--- src/rtl/pipe_stage_skid.sv ---
// Generic valid/ready pipeline-stage register with a 2-entry skid buffer,
// flush-to-bubble support and a saturating bubble counter.
module pipe_stage_skid #(
  parameter int unsigned DATA_W              = 128,
  parameter int unsigned CTRL_W              = 10,
  parameter int unsigned CLEAR_DATA_ON_FLUSH = 0,
  parameter int unsigned CNT_W               = 16
) (
  input  logic              clk,
  input  logic              reset,
  input  logic              flush,
  input  logic              in_valid,
  output logic              in_ready,
  input  logic [DATA_W-1:0] in_data,
  input  logic [CTRL_W-1:0] in_ctrl,
  output logic              out_valid,
  input  logic              out_ready,
  output logic [DATA_W-1:0] out_data,
  output logic [CTRL_W-1:0] out_ctrl,
  output logic [1:0]        occupancy,
  output logic [CNT_W-1:0]  bubble_cnt
);

  typedef enum logic [1:0] {EMPTY, ONE, TWO} state_t;

  state_t              state, state_nxt;
  logic [DATA_W-1:0]   main_data, main_data_nxt, skid_data, skid_data_nxt;
  logic [CTRL_W-1:0]   main_ctrl, main_ctrl_nxt, skid_ctrl, skid_ctrl_nxt;
  logic [CNT_W-1:0]    bubble_nxt;
  logic                acc, take;

  always_ff @(posedge clk or posedge reset) begin
    if (reset) begin
      state      <= EMPTY;
      main_data  <= '0;
      main_ctrl  <= '0;
      skid_data  <= '0;
      skid_ctrl  <= '0;
      bubble_cnt <= '0;
    end else begin
      state      <= state_nxt;
      main_data  <= main_data_nxt;
      main_ctrl  <= main_ctrl_nxt;
      skid_data  <= skid_data_nxt;
      skid_ctrl  <= skid_ctrl_nxt;
      bubble_cnt <= bubble_nxt;
    end
  end

  // All outputs decode from registers only, so ready never depends on inputs.
  always_comb begin
    in_ready  = (state != TWO);
    out_valid = (state != EMPTY);
    out_data  = main_data;
    out_ctrl  = out_valid ? main_ctrl : '0;
    case (state)
      ONE:     occupancy = 2'd1;
      TWO:     occupancy = 2'd2;
      default: occupancy = 2'd0;
    endcase
  end

  always_comb begin
    acc           = in_valid & in_ready;
    take          = out_valid & out_ready;
    state_nxt     = state;
    main_data_nxt = main_data;
    main_ctrl_nxt = main_ctrl;
    skid_data_nxt = skid_data;
    skid_ctrl_nxt = skid_ctrl;

    bubble_nxt = bubble_cnt;
    if (!out_valid && out_ready && (bubble_cnt != '1))
      bubble_nxt = bubble_cnt + CNT_W'(1);

    if (flush) begin
      state_nxt     = EMPTY;
      main_ctrl_nxt = '0;
      skid_ctrl_nxt = '0;
      if (CLEAR_DATA_ON_FLUSH != 0) begin
        main_data_nxt = '0;
        skid_data_nxt = '0;
      end
    end else begin
      case (state)
        EMPTY: begin
          if (acc) begin
            main_data_nxt = in_data;
            main_ctrl_nxt = in_ctrl;
            state_nxt     = ONE;
          end
        end
        ONE: begin
          if (acc && take) begin
            main_data_nxt = in_data;
            main_ctrl_nxt = in_ctrl;
          end else if (acc) begin
            skid_data_nxt = in_data;
            skid_ctrl_nxt = in_ctrl;
            state_nxt     = TWO;
          end else if (take) begin
            main_ctrl_nxt = '0;
            state_nxt     = EMPTY;
          end
        end
        TWO: begin
          if (take) begin
            main_data_nxt = skid_data;
            main_ctrl_nxt = skid_ctrl;
            state_nxt     = ONE;
          end
        end
        default: state_nxt = EMPTY;
      endcase
    end
  end

endmodule

--- config.mk ---
export PLATFORM = sky130hd
export DESIGN_NAME = pipe_stage_skid
export DESIGN_NICKNAME = d
export VERILOG_FILES = /design/src/rtl/pipe_stage_skid.sv
export SDC_FILE = /design/constraint.sdc
export NUM_CORES = 1
export LEC_CHECK = 0
export ABC_AREA = 0
export CAP_MARGIN = 5
export CORE_UTILIZATION = 50
export CTS_BUF_LIST = sky130_fd_sc_hd__clkbuf_8
export DETAILED_ROUTE_END_ITERATION = 10
export PLACE_DENSITY = 0.79
export REMOVE_ABC_BUFFERS = 1
export SLEW_MARGIN = 0
export SYNTH_ARGS = -nofsm -noshare
export SYNTH_HDL_FRONTEND = slang
export SYNTH_SLANG_ARGS = --single-unit
--- constraint.sdc ---
create_clock -name clk -period 14.5 [get_ports clk]
set_input_delay 4.35 -clock clk [delete_from_list [all_inputs] [get_ports clk]]
set_output_delay 4.35 -clock clk [all_outputs]
set_load 0.005 [all_outputs]
==> impl_metrics.toml <==
[layout]
layout-area-overhead-vs-synth_pct = 31.1
final_cell_area_mm2 = 0.0171
fill_cells = 1975
final-seq-area_mm2 = 0.00736
layoutNonFillerInstCount = 1688
fin_nets = 1470
multiInputGateArea_mm2 = 0.00525
utilization_pct = 67.3
drive_gt1_share_pct = 15.6

[die]
initial_utilization_pct = 51.3
die_w_um = 163
die-area_mm2 = 0.0267
die_h_um = 163
io_pins = 301
rows = 58
fp.coreArea_mm2 = 0.0254

[global_routing]
track_usage_pct = 23.7
grt_max_degree = 257
grt_overflow = 0
antenna_found_initial = 2
first_global_vias = 9763
grt_pass1_wl_um = 50400

[clock_tree]
cts_tree = "done"
clk_latency_ns = 0.55
numCtsBuffers = 48
cts_buffer_depth = 3
cts_hold_buf = 0
clock-root-buffer = "clkbuf_8"
cts.htree.levels = 2
cts_resized = 0
clkSinkCount = 294
cts.clk_slew.worst_paths_ns = 0.06
cts_setup_buffers = 0

[synthesis]
yosysTopAreaCellShare_pct = 56.4
synth_edf_count = 0
synth_area_leaders = "dfrtp_1 (56%), mux2_2 (11%), mux2i_1 (9.9%)"
synth_cell_types = 41
synthCells = 1053
yosysWarningCount = 0
synth_top_area_cell = "dfrtp_1"
ys_seq_area_share_pct = 56.4
ys_seq_elements = 294
synthFlopType = "dfrtp_1"
syn_avg_cell_area_um2 = 12.4
postSynth.asyncResetShare_pct = 100
mappedNetlistArea_mm2 = 0.0130

[pwr]
pwr-share-comb_pct = 38.1
swShare_pct = 32.9
ir_drop_mv = 0.223
seqPwrFrac_pct = 41.7
intPower_mw = 2.31
power_density_mw_per_mm2 = 201
power_frac_clock_pct = 20.1
power_mw = 3.44
p_leak_nw = 6.83
switchingPower_mw = 1.13

[critical_path]
crit_required_ns = 14.91
endpoint_kind = "register"
crit_arrival_ns = 7.53
cp-start-kind = "input pin"
path_max_fanout = 70
crit_type = "input pin to register"

[sta]
hold_violations = 0
maxSlewViolCount = 0
finalWorstSetupSlack_ns = 7.38
max_freq_mhz = 140
skew_ns = 0.0205
grt_setup_unrepaired = "no"
hold_slack_ns = 0.483
min_period_ns = 7.12
finalSetupTns_ns = 0
slew_headroom_pct = 22.0
finalSetupViolCount = 0
worst_pin_slew_ns = 1.17
post-route-period-util_pct = 49.1

[place]
dp_cells = 1600
pre_cts_ws_ns = 6.80
dp_hpwl_um = 19800
place.gp.congestion = 0.815
placed_area_mm2 = 0.0161
io_buffers = 300

[run_status]
status = "complete, no violations"

[detailed_routing]
drc = 0
drtAntennaViolNets = 0
via_count = 9645
first_pass_iters = 4
post_drt_wl_per_cell_um = 18.9
first_iter_violations = 722
routed_wl_um = 31900
routed_via_density = 5.71

[run]
cap_viol_max_count = 0

[worst_hold_path]
hp-class = "register to register"
[state kept, by name, summed over array words and instances (netlist names)]
| name | cells |
|---|---|
| state | 2 |
| bubble_cnt | 16 |
| out_data | 128 |
| skid_ctrl | 10 |
| main_ctrl | 10 |
| skid_data | 128 |
[layout make-up]
cell class              count  area share, %
clock buffers              61           4.91
inverters                   6          0.176
repair buffers            309           18.1
multi-input cells         661           30.7
well taps                 330           2.42
flip-flops and latches    294           43.0
clock inverters            25          0.593
diodes                      2         0.0293
[worst max-delay path, stage by stage]
cell and delay [ns]:
clkdlybuf4s50_1 0.87, nor2b_1 0.22, nand3_4 0.69, buf_4 0.90, mux2_2 0.42
[power by group through the flow]
stage	Combinational (mW)	Sequential, mW	Clock (mW)
2_1_floorplan	0.764	1.40	0
3_3_place_gp	1.28	1.42	0
3_5_place_dp	1.32	1.44	0
4_1_cts	1.32	1.43	0.709
5_1_grt	1.43	1.48	0.745
6_report	1.31	1.44	0.692
[cells in the final DEF, fill, tap and decap left out, drive strengths merged, types with 2 or more instances in the layout]
cell type / instances
mux2i: 129
clkdlybuf4s50: 300
and4: 3
buf: 9
a31oi: 129
nor4b: 2
inv: 29
clkbuf: 61
nor3: 3
o2bb2ai: 11
mux2: 131
a21oi: 128
nand2: 17
nor2: 5
a22oi: 11
nor2b: 14
nand3: 4
nor3b: 2
clkinv: 2
xor2: 6
nand2b: 13
xnor2: 7
and2: 2
dfrtp: 294
ha: 7
o2111ai: 3
nand3b: 2
a221oi: 2
o211ai: 3
nand4: 4
diode: 2
o21ai: 14
[cell usage after synthesis (11+ instances only)]
cell type / count
a22oi_1: 11
mux2i_1: 129
nand2b_1: 13
a21oi_1: 128
dfrtp_1: 294
buf_2: 45
nand2_1: 17
mux2_2: 131
buf_4: 13
clkbuf_1: 32
o21ai_0: 12
a31oi_1: 129
o2bb2ai_1: 11
nor2b_1: 14
[kinds of logic after synthesis]
group,count (synthesis),synth area share [%]
AND/OR/NAND/NOR,76,3.40
AO/OA/AOI/OAI,305,13.8
adder cells (fa/ha/maj),7,0.672
flip-flops,294,56.4
multiplexers,260,21.2
XOR/XNOR,13,0.873
buffers and inverters,98,3.63
[path summary, 6_finish.rpt]
path | startpoint | end | slack (ns) | depth (start not counted)
worst max-delay path | flush | skid_data[95] | 7.38 | 5
min in group asynchronous | reset | bubble_cnt[14] | 4.42 | 2
worst min-delay path | main_ctrl[8] | main_ctrl[8] | 0.48 | 1
worst min register to register | main_ctrl[8] | main_ctrl[8] | 0.48 | 1
max in group asynchronous | reset | skid_data[82] | 7.70 | 4
worst max register to register | state[0] | out_data[110] | 10.79 | 9
[layer usage]
metal	track usage (%)	routed length [um]	vias to the layer above
met1	31.1	13400	4776
met3	6.98	2710	62
li1	-	-	4466
met2	37.3	14800	339
met5	0	11	-
met4	8.42	913	2
No activity file was read; power rests on OpenSTA's default activity.
